$ cat src/rtl/dac_extremum_monitor_if.sv
// Sample stream in, indicator/event/capture results out, for the DAC extremum monitor.
// The bench or sequencer side takes the master modport; the monitor takes the slave.
interface dac_extremum_monitor_if #(
    parameter int W  = 10,
    parameter int CW = 8
);
    logic          enable_i;
    logic          clear_i;
    logic          code_valid_i;
    logic [W-1:0]  code_i;
    logic          ext_o;
    logic          ext_oeb_o;
    logic          max_pulse_o;
    logic          min_pulse_o;
    logic [W-1:0]  peak_code_o;
    logic [W-1:0]  trough_code_o;
    logic [CW-1:0] max_cnt_o;
    logic [CW-1:0] min_cnt_o;

    modport master (
        output enable_i, clear_i, code_valid_i, code_i,
        input  ext_o, ext_oeb_o, max_pulse_o, min_pulse_o,
        input  peak_code_o, trough_code_o, max_cnt_o, min_cnt_o
    );

    modport slave (
        input  enable_i, clear_i, code_valid_i, code_i,
        output ext_o, ext_oeb_o, max_pulse_o, min_pulse_o,
        output peak_code_o, trough_code_o, max_cnt_o, min_cnt_o
    );
endinterface

$ cat src/rtl/dac_extremum_monitor.sv
// Tracks the DAC code stream and flags maxima/minima once the signal has
// reversed by at least HYST LSBs; drives a pad indicator plus counters and captures.
module dac_extremum_monitor #(
    parameter int W    = 10,
    parameter int HYST = 4,
    parameter int CW   = 8
) (
    input  logic                 wb_clk_i,
    input  logic                 wb_rst_i,
    dac_extremum_monitor_if.slave mon
);

    typedef enum logic [1:0] {IDLE, ACQ, RISE, FALL} state_t;

    // One extra bit so threshold sums near full scale cannot wrap.
    localparam logic [W:0] HYST_X = (W+1)'(HYST);

    function automatic logic [CW-1:0] sat_inc(input logic [CW-1:0] cnt);
        return (&cnt) ? cnt : cnt + 1'b1;
    endfunction

    state_t        state;
    logic [W-1:0]  run_ref, run_max, run_min;
    logic          ext_p0, oeb_p0, max_pulse_p0, min_pulse_p0;
    logic [W-1:0]  peak_p0, trough_p0;
    logic [CW-1:0] max_cnt_p0, min_cnt_p0;

    logic          accept;
    logic [W:0]    code_x, ref_x, max_x, min_x;

    assign accept = mon.enable_i & mon.code_valid_i & ~mon.clear_i;
    assign code_x = {1'b0, mon.code_i};
    assign ref_x  = {1'b0, run_ref};
    assign max_x  = {1'b0, run_max};
    assign min_x  = {1'b0, run_min};

    always_ff @(posedge wb_clk_i or posedge wb_rst_i) begin
        if (wb_rst_i) begin
            state        <= IDLE;
            run_ref      <= '0;
            run_max      <= '0;
            run_min      <= '0;
            ext_p0       <= 1'b0;
            oeb_p0       <= 1'b1;
            max_pulse_p0 <= 1'b0;
            min_pulse_p0 <= 1'b0;
            peak_p0      <= '0;
            trough_p0    <= '0;
            max_cnt_p0   <= '0;
            min_cnt_p0   <= '0;
        end else begin
            oeb_p0       <= 1'b0;
            max_pulse_p0 <= 1'b0;
            min_pulse_p0 <= 1'b0;
            if (mon.clear_i) begin
                state      <= IDLE;
                run_ref    <= '0;
                run_max    <= '0;
                run_min    <= '0;
                ext_p0     <= 1'b0;
                peak_p0    <= '0;
                trough_p0  <= '0;
                max_cnt_p0 <= '0;
                min_cnt_p0 <= '0;
            end else if (accept) begin
                case (state)
                    IDLE: begin
                        run_ref <= mon.code_i;
                        state   <= ACQ;
                    end
                    // Reference stays pinned to the first sample until a clear direction emerges.
                    ACQ: begin
                        if (code_x >= ref_x + HYST_X) begin
                            run_max <= mon.code_i;
                            state   <= RISE;
                        end else if (code_x + HYST_X <= ref_x) begin
                            run_min <= mon.code_i;
                            state   <= FALL;
                        end
                    end
                    RISE: begin
                        if (mon.code_i > run_max) begin
                            run_max <= mon.code_i;
                        end else if (code_x + HYST_X <= max_x) begin
                            ext_p0       <= 1'b1;
                            max_pulse_p0 <= 1'b1;
                            peak_p0      <= run_max;
                            max_cnt_p0   <= sat_inc(max_cnt_p0);
                            run_min      <= mon.code_i;
                            state        <= FALL;
                        end
                    end
                    FALL: begin
                        if (mon.code_i < run_min) begin
                            run_min <= mon.code_i;
                        end else if (code_x >= min_x + HYST_X) begin
                            ext_p0       <= 1'b0;
                            min_pulse_p0 <= 1'b1;
                            trough_p0    <= run_min;
                            min_cnt_p0   <= sat_inc(min_cnt_p0);
                            run_max      <= mon.code_i;
                            state        <= RISE;
                        end
                    end
                    default: state <= IDLE;
                endcase
            end
        end
    end

    assign mon.ext_o         = ext_p0;
    assign mon.ext_oeb_o     = oeb_p0;
    assign mon.max_pulse_o   = max_pulse_p0;
    assign mon.min_pulse_o   = min_pulse_p0;
    assign mon.peak_code_o   = peak_p0;
    assign mon.trough_code_o = trough_p0;
    assign mon.max_cnt_o     = max_cnt_p0;
    assign mon.min_cnt_o     = min_cnt_p0;

endmodule

$ cat src/flat_wrapper.sv
// flat-port wrapper written by rule: the top's interface ports become plain ports
module dac_extremum_monitor_flat 
#(
    parameter int W    = 10,
    parameter int HYST = 4,
    parameter int CW   = 8
)
  (wb_clk_i, wb_rst_i, mon_enable_i, mon_clear_i, mon_code_valid_i, mon_code_i, mon_ext_o, mon_ext_oeb_o, mon_max_pulse_o, mon_min_pulse_o, mon_peak_code_o, mon_trough_code_o, mon_max_cnt_o, mon_min_cnt_o);
  dac_extremum_monitor_if #(.W(W), .CW(CW)) mon_i ();
  input  logic wb_clk_i;
  input  logic wb_rst_i;
  input wire logic [$bits(mon_i.enable_i)-1:0] mon_enable_i;
  input wire logic [$bits(mon_i.clear_i)-1:0] mon_clear_i;
  input wire logic [$bits(mon_i.code_valid_i)-1:0] mon_code_valid_i;
  input wire logic [$bits(mon_i.code_i)-1:0] mon_code_i;
  output wire logic [$bits(mon_i.ext_o)-1:0] mon_ext_o;
  output wire logic [$bits(mon_i.ext_oeb_o)-1:0] mon_ext_oeb_o;
  output wire logic [$bits(mon_i.max_pulse_o)-1:0] mon_max_pulse_o;
  output wire logic [$bits(mon_i.min_pulse_o)-1:0] mon_min_pulse_o;
  output wire logic [$bits(mon_i.peak_code_o)-1:0] mon_peak_code_o;
  output wire logic [$bits(mon_i.trough_code_o)-1:0] mon_trough_code_o;
  output wire logic [$bits(mon_i.max_cnt_o)-1:0] mon_max_cnt_o;
  output wire logic [$bits(mon_i.min_cnt_o)-1:0] mon_min_cnt_o;
  assign mon_i.enable_i = mon_enable_i;
  assign mon_i.clear_i = mon_clear_i;
  assign mon_i.code_valid_i = mon_code_valid_i;
  assign mon_i.code_i = mon_code_i;
  assign mon_ext_o = mon_i.ext_o;
  assign mon_ext_oeb_o = mon_i.ext_oeb_o;
  assign mon_max_pulse_o = mon_i.max_pulse_o;
  assign mon_min_pulse_o = mon_i.min_pulse_o;
  assign mon_peak_code_o = mon_i.peak_code_o;
  assign mon_trough_code_o = mon_i.trough_code_o;
  assign mon_max_cnt_o = mon_i.max_cnt_o;
  assign mon_min_cnt_o = mon_i.min_cnt_o;
  dac_extremum_monitor #(.W(W), .HYST(HYST), .CW(CW)) u_core (.wb_clk_i(wb_clk_i), .wb_rst_i(wb_rst_i), .mon(mon_i));
endmodule
$ cat config.mk
export PLATFORM = sky130hd
export DESIGN_NAME = dac_extremum_monitor_flat
export DESIGN_NICKNAME = d
export VERILOG_FILES = /design/src/rtl/dac_extremum_monitor_if.sv /design/src/rtl/dac_extremum_monitor.sv /design/src/flat_wrapper.sv
export SDC_FILE = /design/constraint.sdc
export NUM_CORES = 1
export LEC_CHECK = 0
export CAP_MARGIN = 30
export CORE_UTILIZATION = 39
export CTS_CLUSTER_SIZE = 40
export DETAILED_ROUTE_END_ITERATION = 7
export GPL_TIMING_DRIVEN = 0
export RECOVER_POWER = 25
export SYNTH_ARGS = -nofsm -noshare
export SYNTH_HDL_FRONTEND = slang
export SYNTH_SLANG_ARGS = --single-unit
$ cat constraint.sdc
create_clock -name wb_clk_i -period 4.5 [get_ports wb_clk_i]
set_clock_uncertainty 0.15 [all_clocks]
set_input_delay 1.125 -clock wb_clk_i [delete_from_list [all_inputs] [get_ports wb_clk_i]]
set_output_delay 1.125 -clock wb_clk_i [all_outputs]
set_load 0.01 [all_outputs]
==> results by group <==
Status
  • Outcome: finished with violations
  • Failing checks: capacitance limit, slew limit

Job
  • Max-cap violation count: 1

Placement
  • Place WS: -495.5 ps
  • GP Congestion: 0.9166
  • Port-buffer cells: 54
  • Post-DP HPWL: 9982 um

Floorplanning
  • Starting Density: 0.4033
  • Die Area: 12980 sq um
  • FP Rows: 40
  • Core Box Area: 12110 sq um
  • Chip height: 113.9 um
  • # IOs: 55
  • Die width: 113.9 um

Logic synthesis
  • Yosys Warn Count: 0
  • Count leader, synth: nand2_1
  • Synth Flop Type: dfrtp_1
  • Share of the synthesized area in the top cell type: 0.3637
  • Number of flops mapped to enable cells by yosys: 0
  • Synthesized area per cell: 8.833 sq um
  • Post-synth ARST share: 1.000
  • Post-synthesis sequential area ratio: 0.3691
  • Syn nets: 627
  • Register bit total from synthesis: 72
  • Mapped Area: 4885 sq um
  • Post-synth top area cell: dfrtp_1
  • Synth top cells by count: nand2_1, dfrtp_1, ha_1
  • Synthesized instance count: 553
  • Synth unique cells: 56
  • Synth area leaders: dfrtp_1, ha_1, nand2_1

Timing
  • Fin crit period: 4277 ps
  • Fmax: 233.8 MHz
  • Final setup margin: 222.9 ps
  • Final Hold Fails: 0
  • RSZ-0062 raised after global routing: no
  • Final Max Slew Viols: 73
  • Final hold slack: 344.2 ps
  • Final Setup Violations: 0
  • Final period util: 0.9505
  • Slew headroom: -0.8232
  • Worst Tran Pin Value: 2732 ps

Finish
  • # diodes: 0
  • Synth-to-layout area growth: 21.34%
  • Final Net Count: 692
  • Layout cells sized above 1: 0.05297

CTS
  • Clock buffer count from CTS: 9
  • # Post-CTS Setup Buffers: 0
  • Clock-pin slew on the worst setup and hold paths: 60 ps
  • Clock Root Buffer: clkbuf_16
  • CTS Hold Bufs: 0
  • CTS H-Tree Depth: 3
  • Clk sinks: 72
  • Clock Latency Late Sink: 330 ps
  • Clk buf depth: 2
  • CTS tree: done

Worst setup path
  • Crit Path Category: primary input to flip-flop
  • Worst path cell trace: clkdlybuf4s15_1 -> ha_1 -> nand2_1 -> xnor2_1 -> ha_1 -> a21o_1 -> a211oi_1 -> nand4_1 -> a221oi_2 -> nand2_1 -> buf_2 -> or3_1 -> a21oi_1
  • CP top delay family: compound AO/OA/AOI/OAI gates
  • Crit. End Element: flip-flop
  • Worst EP arrival: 4380 ps
  • Worst path buffer plus inverter count: 2
  • Critical Path Start Type: primary input
  • Worst path max stage delay: 480 ps
  • WP data required: 4600 ps
  • Crit-path max FO: 10
  • Worst path slowest cell: clkdlybuf4s15_1

GRT
  • Vias in the first global route: 4299
  • First-pass GRT wire length: 21570 um
  • Largest net degree at the start of global routing: 73
  • Grt total ovfl: 0
  • Total GRT Usage: 0.2119
  • Initial antenna violation count: 0

Route
  • DRC: 0
  • Via/cell ratio: 5.530
  • WL/cell: 16.46 um
  • Drt first pass iters: 5
  • DRT Wirelength: 13020 um
  • Routed Antenna Nets: 0
  • DR vias: 4374
  • Initial DRC Count: 252

Power
  • Peak VDD IR: 0.1492 mV
  • Pwr dens: 282.7 nW/um^2
  • Static leakage: 0.002474 uW

Hold path
  • Hold/Removal Path Class: flip-flop to flip-flop
-- state kept, by name, summed over array words and instances (netlist names) --
register / count
u_core.mon.peak_code_o: 10
u_core.mon.trough_code_o: 10
u_core.run_max: 10
u_core.run_min: 10
u_core.run_ref: 10
u_core.mon.max_cnt_o: 8
u_core.mon.min_cnt_o: 8
u_core.state: 2
u_core.mon.ext_o: 1
u_core.mon.ext_oeb_o: 1
u_core.mon.max_pulse_o: 1
u_core.mon.min_pulse_o: 1
-- cell type report --
type                            instances  area, sq um
Fill cell                            1211         6185
Multi-Input combinational cell        419         2839
Sequential cell                        72         1803
Timing Repair Buffer                   54        526.8
Clock buffer                           10        239.0
Tap cell                              168        210.2
Inverter                               40        150.1
Buffer                                 22        92.59
Clock inverter                          6        66.31
-- routing by layer --
| layer | up-vias | wire, um | global-route usage | share of wire |
|---|---|---|---|---|
| met5 | - | 0 | 0 | 0 |
| met4 | 0 | 204 | 0.06926 | 0.016 |
| met3 | 14 | 391 | 0.02976 | 0.030 |
| met2 | 79 | 6397 | 0.3622 | 0.49 |
| met1 | 2161 | 6029 | 0.2764 | 0.46 |
| li1 | 2120 | - | - | - |
-- path summary, 6_finish.rpt --
check,from,to,slack [ps],depth (start not counted)
min in group asynchronous,wb_rst_i,u_core.mon.min_cnt_o[6],1910,2
hold / removal,u_core.run_ref[6],u_core.run_ref[6],340,2
hold reg to reg,u_core.run_ref[6],u_core.run_ref[6],340,2
setup / recovery,mon_code_i[3],u_core.mon.max_cnt_o[0],220,13
setup reg to reg,u_core.run_ref[5],u_core.run_max[5],870,13
max in group asynchronous,wb_rst_i,u_core.run_ref[9],730,2
-- worst min-delay path, cell delays in order, from the launching register on --
cell and delay [ps]:
dfrtp_1 350, nand2_1 50, o21ai_0 60
-- report_power, final --
part / internal, uW / switching [uW]
Sequential: 664 / 20.1
Clock: 445 / 285
Combinational: 101 / 161
Total: 1210 / 466
-- cells in the final DEF (no fill, tap or decap), types with 3 or more instances in the layout --
| cell | n |
|---|---|
| nand3_1 | 26 |
| buf_2 | 8 |
| a311oi_1 | 3 |
| xor2_1 | 3 |
| and2_1 | 6 |
| a22o_1 | 6 |
| o311a_1 | 3 |
| ha_1 | 59 |
| clkdlybuf4s50_1 | 47 |
| nor2_1 | 23 |
| and3_1 | 6 |
| nand2_1 | 89 |
| clkbuf_2 | 3 |
| a221o_1 | 6 |
| or4_1 | 3 |
| clkbuf_1 | 14 |
| o21ai_0 | 23 |
| dfrtp_1 | 71 |
| and4_1 | 3 |
| clkbuf_16 | 9 |
| xnor2_1 | 16 |
| o31ai_1 | 4 |
| a21oi_1 | 42 |
| a21o_1 | 6 |
| clkinvlp_4 | 3 |
| nor3_1 | 13 |
| nand3b_1 | 6 |
| inv_1 | 40 |
| mux2i_1 | 9 |
| or3_1 | 5 |
| nand2b_1 | 5 |
| a31oi_1 | 4 |
| nand4_1 | 12 |
| a211oi_1 | 6 |
-- per-stage QoR --
step,total power (uW),utilization,setup TNS [ps],instances,instance area [sq um]
after floorplan,865.9,-,0,553,4885
after global placement,945.1,0.4653,-11550,775,5635
after detailed placement,957.0,0.4655,-12000,775,5638
after CTS,1686,0.4901,0,791,5936
after global routing,1749,0.4894,0,791,5927
final,1675,0.4894,0,791,5927
-- cell families after synthesis --
family | count (synthesis) | share of synthesized area
buffers and inverters | 62 | 0.04969
adders and majority gates | 59 | 0.1511
xor gates and xnor gates | 19 | 0.03407
other | 1 | 0.0007677
DFF | 72 | 0.3691
muxes | 9 | 0.01844
and+or+nand+nor | 203 | 0.1970
AOI/OAI and AO/OA | 128 | 0.1798
-- timing repair --
| item | in CTS | in global routing |
|---|---|---|
| cloned | 0 | 0 |
| resized for setup | 7 | 9 |
| endpoints found under the hold margin | 0 | 0 |
| endpoints found under the setup margin | 23 | 13 |
Note: power is estimated with default switching activity, not from simulation.
